`src/rtl/keyboard_scanner.sv`:
```
// ============================================================================
// keyboard_scanner : per-key sync/debounce + monophonic priority note encoder.
// Optional octave buttons/OCTAVE port enabled by `define KEYBOARD_OCTAVE_EN.
// Revision: 1.0
// ============================================================================
`default_nettype none

module keyboard_scanner #(
  parameter int NUM_KEYS      = 12,
  parameter int BASE_NOTE     = 12,
  parameter int DB_CYCLES     = 1000000,
  parameter int PRIORITY_HIGH = 1
) (
  input  logic                CLK,
  input  logic                RST,
  input  logic [NUM_KEYS-1:0] KEYS,
  output logic [5:0]          NOTE,
  output logic                NOTE_VALID,
  output logic                NOTE_ON,
  output logic                NOTE_OFF
`ifdef KEYBOARD_OCTAVE_EN
  ,
  input  logic                OCT_UP,
  input  logic                OCT_DN,
  output logic [1:0]          OCTAVE
`endif
);

`ifdef KEYBOARD_OCTAVE_EN
  localparam int NUM_BTN = 2;
`else
  localparam int NUM_BTN = 0;
`endif
  localparam int NUM_IN   = NUM_KEYS + NUM_BTN;
  localparam int CW       = $clog2(DB_CYCLES + 1);
  localparam int TOP_NOTE = BASE_NOTE + NUM_KEYS - 1;

  generate
    if (NUM_KEYS < 1 || NUM_KEYS > 32 || DB_CYCLES < 1 || TOP_NOTE > 63) begin : g_param_err
      $error("keyboard_scanner: illegal parameter combination");
    end
  endgenerate

  logic [NUM_IN-1:0] raw;
`ifdef KEYBOARD_OCTAVE_EN
  assign raw = {OCT_DN, OCT_UP, KEYS};
`else
  assign raw = KEYS;
`endif

  // Synchroniser and debounce state, one lane per key (and octave button)
  logic [NUM_IN-1:0] sync1_q, sync1_d, sync2_q, sync2_d, db_q, db_d;
  logic [CW-1:0]     cnt_q [NUM_IN];
  logic [CW-1:0]     cnt_d [NUM_IN];

  always_comb begin
    sync1_d = raw;
    sync2_d = sync1_q;
    db_d    = db_q;
    for (int i = 0; i < NUM_IN; i++) begin
      cnt_d[i] = '0;
      if (sync2_q[i] != db_q[i]) begin
        if (cnt_q[i] == CW'(DB_CYCLES - 1)) begin
          db_d[i] = sync2_q[i];
        end else begin
          cnt_d[i] = cnt_q[i] + CW'(1);
        end
      end
    end
  end

  always_ff @(posedge CLK or posedge RST) begin
    if (RST) begin
      sync1_q <= '0;
      sync2_q <= '0;
      db_q    <= '0;
      for (int i = 0; i < NUM_IN; i++) cnt_q[i] <= '0;
    end else begin
      sync1_q <= sync1_d;
      sync2_q <= sync2_d;
      db_q    <= db_d;
      cnt_q   <= cnt_d;
    end
  end

  logic [6:0] oct_term;

`ifdef KEYBOARD_OCTAVE_EN
  // Highest octave that still keeps the top key within the 6-bit note range
  localparam int OCT_MAX = (TOP_NOTE + 36 <= 63) ? 3 :
                           (TOP_NOTE + 24 <= 63) ? 2 :
                           (TOP_NOTE + 12 <= 63) ? 1 : 0;
  logic [1:0] octave_q, octave_d;
  logic       up_rise, dn_rise;

  always_comb begin
    up_rise  = db_d[NUM_KEYS] & ~db_q[NUM_KEYS];
    dn_rise  = db_d[NUM_KEYS+1] & ~db_q[NUM_KEYS+1];
    octave_d = octave_q;
    if (up_rise && !dn_rise && (octave_q < 2'(OCT_MAX))) begin
      octave_d = octave_q + 2'd1;
    end else if (dn_rise && !up_rise && (octave_q != 2'd0)) begin
      octave_d = octave_q - 2'd1;
    end
  end

  always_ff @(posedge CLK or posedge RST) begin
    if (RST) octave_q <= 2'd0;
    else     octave_q <= octave_d;
  end

  assign OCTAVE   = octave_q;
  assign oct_term = 7'(octave_q) * 7'd12;
`else
  assign oct_term = 7'd0;
`endif

  logic       any_held;
  logic [5:0] idx;
  logic [5:0] note_w;

  always_comb begin
    any_held = |db_q[NUM_KEYS-1:0];
    idx      = '0;
    if (PRIORITY_HIGH != 0) begin
      for (int i = 0; i < NUM_KEYS; i++) begin
        if (db_q[i]) idx = 6'(i);
      end
    end else begin
      for (int i = NUM_KEYS - 1; i >= 0; i--) begin
        if (db_q[i]) idx = 6'(i);
      end
    end
    note_w = 6'(7'(BASE_NOTE) + {1'b0, idx} + oct_term);
  end

  logic [5:0] note_q, note_d;
  logic       valid_q, valid_d, on_q, on_d, off_q, off_d;

  // Legato moves and octave retriggers produce NOTE_ON only; OFF needs an empty set
  always_comb begin
    note_d  = any_held ? note_w : note_q;
    valid_d = any_held;
    on_d    = any_held && (!valid_q || (note_w != note_q));
    off_d   = !any_held && valid_q;
  end

  always_ff @(posedge CLK or posedge RST) begin
    if (RST) begin
      note_q  <= '0;
      valid_q <= 1'b0;
      on_q    <= 1'b0;
      off_q   <= 1'b0;
    end else begin
      note_q  <= note_d;
      valid_q <= valid_d;
      on_q    <= on_d;
      off_q   <= off_d;
    end
  end

  assign NOTE       = note_q;
  assign NOTE_VALID = valid_q;
  assign NOTE_ON    = on_q;
  assign NOTE_OFF   = off_q;

endmodule

`default_nettype wire

```
`config.mk`:
```
export PLATFORM = sky130hd
export DESIGN_NAME = keyboard_scanner
export DESIGN_NICKNAME = d
export VERILOG_FILES = /design/src/rtl/keyboard_scanner.sv
export SDC_FILE = /design/constraint.sdc
export NUM_CORES = 1
export LEC_CHECK = 0
export ABC_AREA = 1
export CAP_MARGIN = 20
export CELL_PAD_IN_SITES_DETAIL_PLACEMENT = 1
export CELL_PAD_IN_SITES_GLOBAL_PLACEMENT = 2
export CORE_ASPECT_RATIO = 1.75
export CORE_MARGIN = 2
export CORE_UTILIZATION = 42
export CTS_CLUSTER_DIAMETER = 80
export DETAILED_ROUTE_END_ITERATION = 8
export PLACE_DENSITY = 0.83
export SYNTH_ARGS = -nofsm -noshare
export SYNTH_HDL_FRONTEND = slang
export SYNTH_SLANG_ARGS = --single-unit
```
`constraint.sdc`:
```
create_clock -name CLK -period 23.7 [get_ports CLK]
set_input_delay 7.11 -clock CLK [delete_from_list [all_inputs] [get_ports CLK]]
set_output_delay 7.11 -clock CLK [all_outputs]
set_load 0.01 [all_outputs]
```
==> key figures, run 1 <==
Worst setup path
  • Bufs and invs on worst path: 1
  • Critical Path Max Stage Delay: 560 ps
  • Crit-path max FO: 3
  • Crit path launch type: flop
  • Critical-path top delay cell: clkdlybuf4s50_1
  • CP Cell Sequence: clkdlybuf4s50_1
  • Cell family with most CP delay: buffers and inverters
  • Endpoint class of the critical path: primary output
  • Req. time, crit path: between 15000 and 20000 ps
  • Data arrival, critical path: roughly 1500 ps
  • WS Path Type: reg2out

Timing
  • RSZ-0062 raised after global routing: false
  • Final setup fails: 0
  • Setup_tns: 0 ps
  • Slew HR: 0.302
  • Final clock skew: 7.10 ps
  • Fmax: between 0.1 and 0.15 GHz
  • Slew @ Worst Pin: 1050 ps
  • Final min period: between 8000 and 9000 ps
  • Period utilisation layout: 0.363
  • Hold Violations, Final: 0
  • Fin. max-slew vios: 0

Power and ir drop
  • Comb pwr share: 0.031
  • Static Leak: between 6 and 7 nW
  • Peak VDD IR: around 0.059 mV
  • Reg power frac: 0.473
  • Cell Pwr Density: ~66 nW/um^2
  • Clock power share: 0.495
  • P_sw: 0.228 mW
  • Internal: about 0.8 mW
  • Sw frac: 0.217

GRT
  • Antenna violations before repair: 0
  • Gr usage total: 0.206
  • Grt ovf: 0
  • Vias in the first global route: approximately 12000
  • Largest net degree at the start of global routing: ~180
  • First-pass GRT wire length: 59100 um

Synth
  • Synth cell types: between 40 and 50
  • Synth Cell Area: ~14000 um^2
  • Asr flop ratio synth: 1.00
  • Post-synth top flop: dfrtp_1
  • Number of synthesized register bits: between 200 and 300
  • Number of synthesized flops with an enable pin: 0
  • Seq/Total Area, Yosys: 0.506
  • Cell taking the most area after synthesis: dfrtp_1
  • Syn_area_per_cell: 8.34 um^2
  • Area share of the largest cell type after synthesis: 0.506
  • Syn nets: about 1700
  • Synth top area cells: dfrtp_1, nor2_1, nand2_1
  • Cells after Synth: 1683
  • Ys Warns: 0

Worst hold path
  • HP Class: reg2reg

Die
  • Core ar.: between 30000 and 40000 um^2
  • Number of I/O pins: 23
  • DIE AREA: 35000 um^2
  • Die W: between 100 and 150 um
  • Row Count: 88
  • Height of the chip: ~250 um
  • Initial Util: 0.426

Place
  • Dpl cells: about 2100
  • DP HPWL: about 25000 um
  • Port Buffers: 21
  • GP Congestion: around 0.8

Drt
  • DR pass1 iterations: 4
  • Routed wire length: between 30000 and 40000 um
  • DR vias: between 10000 and 15000
  • Iter 0 DRT Violations: approximately 350
  • Routed vias/inst: between 5 and 6
  • DRC Markers: 0
  • Post-DRT Antenna Nets: 0
  • Routed wire per std cell: approximately 16 um

Clocking
  • Root buf cell: clkbuf_16
  • CTS tree: yes
  • Postcts setup bufs: 0
  • CTS sink count: approximately 280
  • CTS Buffer Depth: 3
  • Cts bufs inserted: 29
  • # resized after CTS: 0
  • Clk Latency, worst-skew pair: between 500 and 600 ps
  • Clk pin slew, worst setup/hold paths: approximately 60 ps
  • Cts hold-fix bufs: 0
  • H-Tree Depth: 1

Finish
  • Filler cell count: 3904
  • Sequential Area: 7110 um^2
  • Share of layout cells above drive strength 1: 0.0696
  • Non-filler cells in the finished layout: ~2200
  • Final-stage net count: ~1800
  • Syn-to-layout area delta: 12.8%
  • Ant diodes: 0
  • Area of the multi-input gates: around 6000 um^2

Job
  • Max Cap Violations: 0

Status
  • Status: completed
==> sequential cells by signal, summed over array words and instances (netlist names) <==
register    count
cnt_q         240
NOTE_ON         1
db_q           12
NOTE_OFF        1
NOTE_VALID      1
sync1_q        12
sync2_q        12
NOTE            5
==> power by group through the flow <==
stage | Sequential (mW) | Combinational [mW] | Clock (mW)
floorplan | 0.505 | 0.0234 | 0
global placement | 0.506 | 0.0338 | 0
detailed placement | 0.506 | 0.0345 | 0
CTS | 0.497 | 0.0348 | 0.537
global route | 0.498 | 0.0389 | 0.552
finish | 0.497 | 0.0329 | 0.520
==> layout make-up <==
type	instances	share of cell area
Clock buffer	37	0.0522
Clock inverter	15	0.0158
Inverter	243	0.0581
Multi-Input combinational cell	1151	0.378
Sequential cell	284	0.449
Tap cell	405	0.0320
Timing Repair Buffer	22	0.0145
==> per-layer routing <==
| metal | wire length, um | track usage | vias up |
|---|---|---|---|
| li1 | - | - | 5535 |
| met4 | 754 | 0.0585 | 0 |
| met5 | 0 | 0 | - |
| met1 | 13300 | 0.223 | 5598 |
| met3 | 757 | 0.0220 | 42 |
| met2 | 19400 | 0.412 | 80 |
==> synthesized netlist by cell type, types with 2 or more instances <==
master	count
nand2_2	7
nand4_1	59
nand3_2	4
nor3_4	3
nand4_2	2
a211oi_1	10
nor2_1	293
nand3_1	101
a21oi_1	84
nand2_1	264
nor3_2	14
dfrtp_1	284
nor4_1	26
a31oi_1	5
nor3_1	78
xnor2_1	26
nor2_2	15
o21ai_0	31
inv_1	241
buf_2	3
ha_1	13
nand3b_1	3
inv_2	2
nor3b_1	7
o21a_1	5
or2_2	4
mux2_2	10
nor2_4	4
xor2_1	67
and3_1	5
==> stage by stage <==
step                      utilization  hold WS, ps  setup WS (ps)  total power, mW  cell area, um^2
after floorplan                     -          331           8750            0.528            14000
after global placement          0.448          333          14480            0.539            14800
after detailed placement        0.448          336          14470            0.540            14800
after CTS                       0.481          349          15060             1.07            15800
after global routing            0.481          359          14860             1.09            15800
final                           0.481          344          15090             1.05            15800
==> worst paths after layout <==
check | startpoint | to | slack [ps] | cells past startpoint
setup / recovery | NOTE[3] | NOTE[3] | 15090 | 1
hold / removal | sync1_q[11] | sync2_q[11] | 340 | 0
setup reg to reg | db_q[11] | NOTE[4] | 21280 | 5
hold reg to reg | sync1_q[11] | sync2_q[11] | 340 | 0
max in group asynchronous | RST | cnt_q[228] | 15120 | 3
min in group asynchronous | RST | sync1_q[5] | 7100 | 2
==> kinds of logic (layout without fill, tap and decap cells) <==
family | count (synthesis) | in the layout | synth area share
muxes | 10 | 10 | 0.00802
xor gates and xnor gates | 93 | 93 | 0.0580
adders and majority gates | 13 | 13 | 0.0116
DFF | 284 | 284 | 0.506
and+or+nand+nor | 893 | 893 | 0.294
other | 1 | 1 | 0.000267
buffers and inverters | 248 | 317 | 0.0669
AOI/OAI and AO/OA | 141 | 141 | 0.0546
==> cells in the final DEF (no fill, tap or decap), drive strengths merged, types with 8 or more instances in the layout <==
cell / count
clkinv: 8
nand2: 272
nor4: 27
nor2: 312
a21oi: 85
nand3: 105
ha: 13
inv: 243
clkbuf: 37
xnor2: 26
o21ai: 32
a211oi: 10
nor3: 95
nand4: 61
xor2: 67
mux2: 10
dfrtp: 284
nor3b: 8
clkdlybuf4s50: 21
Power figures use the tool's default switching activity.
==> run 2: changes to the inputs <==
CORE_UTILIZATION = 35   (was 42)
PLACE_DENSITY = 0.74   (was 0.83)
clock period = 7.7 ns   (was 23.7 ns; I/O delays follow)
==> run 2 against run 1 <==
  * Wire length up 3.4%
  * Register-to-register slack worse by 16000 ps
  * Final area up 0.18%
  * First-iteration DRC count up 2.3%
  * Critical path depth unchanged
  * Final cell count up 4.4%
  * Die area up 20%
==> key figures, run 2 (synthesized netlist as in run 1, its figures left out) <==
Clocking
  • H-Tree Depth: 1
  • CTS tree: yes
  • Cts hold-fix bufs: 0
  • Postcts setup bufs: 0
  • CTS Buffer Depth: 3
  • CTS sink count: 284
  • Clk Latency, worst-skew pair: about 570 ps
  • Clk pin slew, worst setup/hold paths: about 60 ps
  • # resized after CTS: 0
  • Root buf cell: clkbuf_16
  • Cts bufs inserted: 31

Finish
  • Commonest cells after routing, fill and taps aside: nor2_1, dfrtp_1, nand2_1
  • Final non-filler cell area: between 15000 and 20000 um^2
  • Register with the most flip-flops: cnt_q
  • Max reg flops: 240
  • Non-filler cells in the finished layout: 2251
  • Final Util: 0.398
  • Commonest non-fill, non-tap cell in the layout: nor2_1
  • Share of layout cells above drive strength 1: 0.0689
  • Filler cell count: 4795
  • Ant diodes: 0
  • Final-stage net count: ~1800
  • Syn-to-layout area delta: 13.0%

Worst setup path
  • Data arrival, critical path: between 1500 and 2000 ps
  • Crit-path max FO: 3
  • WS Path Type: reg2out
  • Worst R2R Setup Slack: ~5400 ps
  • Critical Path Max Stage Delay: between 500 and 600 ps
  • Cell family with most CP delay: buffers and inverters
  • Crit path launch type: flop
  • Req. time, crit path: approximately 5400 ps
  • Endpoint class of the critical path: primary output
  • Bufs and invs on worst path: 1
  • CP Cell Sequence: clkdlybuf4s50_1
  • Critical-path top delay cell: clkdlybuf4s50_1

Die
  • Core ar.: roughly 40000 um^2
  • Row Count: 97
  • Number of I/O pins: 23
  • Initial Util: 0.353
  • Height of the chip: 269 um
  • DIE AREA: 41800 um^2
  • Die W: approximately 160 um

GRT
  • Grt ovf: 0
  • Largest net degree at the start of global routing: around 180
  • First-pass GRT wire length: between 50000 and 60000 um
  • Antenna violations before repair: 0
  • Gr usage total: 0.175
  • Vias in the first global route: 12146

Timing
  • Final setup fails: 0
  • Final min period: about 3900 ps
  • Setup ws final: 3830 ps
  • Slew HR: 0.285
  • Final clock skew: approximately 11 ps
  • Period utilisation layout: 0.502
  • Fmax: ~0.26 GHz
  • Setup_tns: 0 ps
  • Hold Violations, Final: 0
  • Slew @ Worst Pin: between 1000 and 1500 ps
  • Fin. max-slew vios: 0
  • RSZ-0062 raised after global routing: false
  • Hold slack: 345 ps

Drt
  • DR pass1 iterations: 4
  • Routed wire per std cell: 15.7 um
  • DR vias: 11285
  • Routed wire length: approximately 35000 um
  • Post-DRT Antenna Nets: 0
  • Routed vias/inst: around 5.0
  • DRC Markers: 0
  • Iter 0 DRT Violations: roughly 360

Job
  • Max Cap Violations: 0

Place
  • GP Congestion: a little under 0.8
  • DP HPWL: about 26000 um
  • Placement Cell Area: between 10000 and 15000 um^2
  • Port Buffers: 21
  • DP Worst Slack: between 3000 and 4000 ps
  • Dpl cells: 2197

Power and ir drop
  • Peak VDD IR: 0.152 mV
  • Total power: ~3.1 mW
  • Static Leak: about 6.8 nW
  • Cell Pwr Density: 195 nW/um^2

Status
  • Status: completed

Worst hold path
  • HP Class: reg2reg
==> run 2: changes by cell type in the layout (fill, tap and decap cells not counted) <==
| cell | change |
|---|---|
| clkbuf_16 | +2 |
| bufinv_16 | -6 |
| buf_4 | +2 |
| clkbuf_1 | +5 |
| inv_8 | -1 |
| clkinvlp_4 | +2 |
| clkinv_2 | -1 |
| clkbuf_8 | +1 |
==> run 2: final timing paths <==
kind / from / endpoint / cells past startpoint
max: NOTE[3] / NOTE[3] / 1
min: sync1_q[6] / sync2_q[6] / 0
max reg2reg: db_q[8] / NOTE[4] / 5
min reg2reg: sync1_q[6] / sync2_q[6] / 0
max in group asynchronous: RST / cnt_q[66] / 3
min in group asynchronous: RST / cnt_q[84] / 2
==> run 2: layer usage <==
layer / global-route usage / up-vias / part of all wire
li1: - / 5557 / -
met1: 0.184 / 5603 / 0.38
met2: 0.358 / 72 / 0.57
met3: 0.0185 / 53 / 0.020
met4: 0.0531 / 0 / 0.025
met5: 0 / - / 0
==> run 2: power breakdown <==
part | leakage, nW | internal (mW) | switching (mW)
Sequential | 3.88 | 1.51 | 0.0166
Combinational | 2.48 | 0.0288 | 0.0755
Clock | 0.488 | 0.842 | 0.618
Total | 6.85 | 2.39 | 0.710
==> run 2: layout make-up <==
type / instances / area, um^2 / area share
well taps: 495 / 619 / 0.0391
repair buffers: 24 / 245 / 0.0155
clock inverters: 9 / 72.6 / 0.00458
clock buffers: 45 / 908 / 0.0573
flip-flops and latches: 284 / 7110 / 0.448
inverters: 243 / 916 / 0.0578
multi-input cells: 1151 / 5990 / 0.378
==> run 2: worst reg2reg max path, cell delays in order, from the launching register on <==
cell	delay, ps
dfrtp_1	420
nor2_1	150
nand3_1	150
nor4_1	350
nand4_1	560
o21ai_0	520
==> run 3: changes to the inputs <==
clock period = 3.3 ns   (was 7.7 ns; I/O delays follow)
==> run 3 against run 2 <==
  * Hold slack better by 4.1 ps
  * Critical path depth did not move
  * Final area grew 0.67%
  * Total power is 140% higher
  * Clock power up 150%
  * Sequential power increased by 130%
  * Die area stayed put
==> key figures, run 3 (synthesized netlist as in run 1, its figures left out) <==
Clocking
  • CTS sink count: ~280
  • CTS Buffer Depth: 3
  • Cts bufs inserted: 31
  • Root buf cell: clkbuf_16
  • Clk pin slew, worst setup/hold paths: 60 ps
  • H-Tree Depth: 1
  • CTS tree: yes
  • # resized after CTS: 0
  • Cts hold-fix bufs: 0
  • Clk Latency, worst-skew pair: ~580 ps
  • Postcts setup bufs: 0

Power and ir drop
  • Clock power share: 0.483
  • Reg power frac: 0.483
  • Static Leak: 6.88 nW
  • Internal: between 5 and 6 mW
  • Comb pwr share: 0.034
  • Peak VDD IR: approximately 0.4 mV
  • P_sw: ~1.7 mW
  • Cell Pwr Density: roughly 460 nW/um^2
  • Sw frac: 0.227
  • Total power: roughly 7.4 mW

Finish
  • Share of layout cells above drive strength 1: 0.0693
  • Final-stage net count: 1764
  • Commonest non-fill, non-tap cell in the layout: nor2_1
  • Filler cell count: 4766
  • Commonest cells after routing, fill and taps aside: nor2_1, dfrtp_1, nand2_1
  • Ant diodes: 0
  • Sequential Area: 7110 um^2
  • Register with the most flip-flops: cnt_q
  • Max reg flops: 240
  • Final non-filler cell area: approximately 16000 um^2
  • Area of the multi-input gates: ~6000 um^2
  • Syn-to-layout area delta: 13.7%

Worst setup path
  • Critical-path top delay cell: clkdlybuf4s50_1
  • CP Cell Sequence: clkdlybuf4s50_1
  • Endpoint class of the critical path: primary output
  • Bufs and invs on worst path: 1
  • Critical Path Max Stage Delay: between 500 and 600 ps
  • Cell family with most CP delay: buffers and inverters
  • WS Path Type: reg2out
  • Crit-path max FO: 3
  • Req. time, crit path: 2310 ps
  • Data arrival, critical path: approximately 1600 ps
  • Crit path launch type: flop

Timing
  • Setup_tns: 0 ps
  • Final min period: between 2000 and 3000 ps
  • Final clock skew: 22.0 ps
  • Setup ws final: about 740 ps
  • Slew HR: 0.603
  • RSZ-0062 raised after global routing: false
  • Slew @ Worst Pin: approximately 590 ps
  • Period utilisation layout: 0.776
  • Fmax: 0.391 GHz
  • Final setup fails: 0
  • Fin. max-slew vios: 0
  • Hold Violations, Final: 0

GRT
  • Antenna violations before repair: 0
  • Largest net degree at the start of global routing: 82
  • First-pass GRT wire length: ~61000 um
  • Grt ovf: 0
  • Gr usage total: 0.178
  • Vias in the first global route: 12378

Drt
  • DR pass1 iterations: 4
  • DRC Markers: 0
  • Iter 0 DRT Violations: ~320
  • Routed vias/inst: between 5 and 6
  • DR vias: 11290
  • Routed wire length: 35600 um
  • Post-DRT Antenna Nets: 0
  • Routed wire per std cell: about 16 um

Place
  • GP Congestion: around 0.76
  • DP HPWL: ~27000 um
  • Placement Cell Area: between 10000 and 15000 um^2
  • Port Buffers: 21
  • DP Worst Slack: 1190 ps

Die
  • Number of I/O pins: 23
  • Die W: about 160 um
  • Initial Util: 0.353
  • Height of the chip: between 200 and 300 um
  • Row Count: 97
  • DIE AREA: 41800 um^2
  • Core ar.: roughly 40000 um^2

Worst hold path
  • HP Class: reg2reg

Job
  • Max Cap Violations: 0

Status
  • Status: completed
## run 3: changes by cell type in the layout (fill, tap and decap cells not counted), sizes merged
cell	delta
clkinv	-4
buf	+2
bufinv	+2
clkbuf	+2
clkinvlp	+1
inv	+1
## run 3: final timing paths
check                      depth (start not counted)        from    endpoint  slack (ps)
setup / recovery                                   1     NOTE[2]     NOTE[2]         740
hold / removal                                     0  sync1_q[7]  sync2_q[7]         350
setup reg to reg                                   9  cnt_q[140]  cnt_q[151]        1230
hold reg to reg                                    0  sync1_q[7]  sync2_q[7]         350
max in group asynchronous                          3         RST   cnt_q[67]        1790
min in group asynchronous                          2         RST  cnt_q[173]         750
## run 3: cell type report
type	count	share of cell area
clock buffers	47	0.0567
clock inverters	9	0.00807
inverters	243	0.0574
multi-input cells	1151	0.375
flip-flops and latches	284	0.445
well taps	495	0.0388
repair buffers	26	0.0187
## run 3: layer usage
layer  vias up  GRT usage  share of wire  wire, um
met5         -          0              0         0
met4         0     0.0493          0.023       832
met3        53     0.0201          0.021       743
met2        75      0.364           0.58     20600
met1      5604      0.186           0.38     13400
li1       5558          -              -         -
## run 3: metrics by stage
step | util | hold WS [ps] | instances
floorplan | - | 331 | 1683
global placement | 0.375 | 335 | 2199
detailed placement | 0.375 | 336 | 2199
CTS | 0.401 | 349 | 2255
global route | 0.401 | 366 | 2255
finish | 0.401 | 349 | 2255
## run 3: power by group through the flow
| stage | logic, mW | registers, mW | clock network, mW |
|---|---|---|---|
| finish | 0.252 | 3.57 | 3.58 |
| global route | 0.295 | 3.57 | 3.85 |
| CTS | 0.266 | 3.57 | 3.74 |
| detailed placement | 0.264 | 3.63 | 0 |
| global placement | 0.259 | 3.63 | 0 |
| floorplan | 0.169 | 3.62 | 0 |
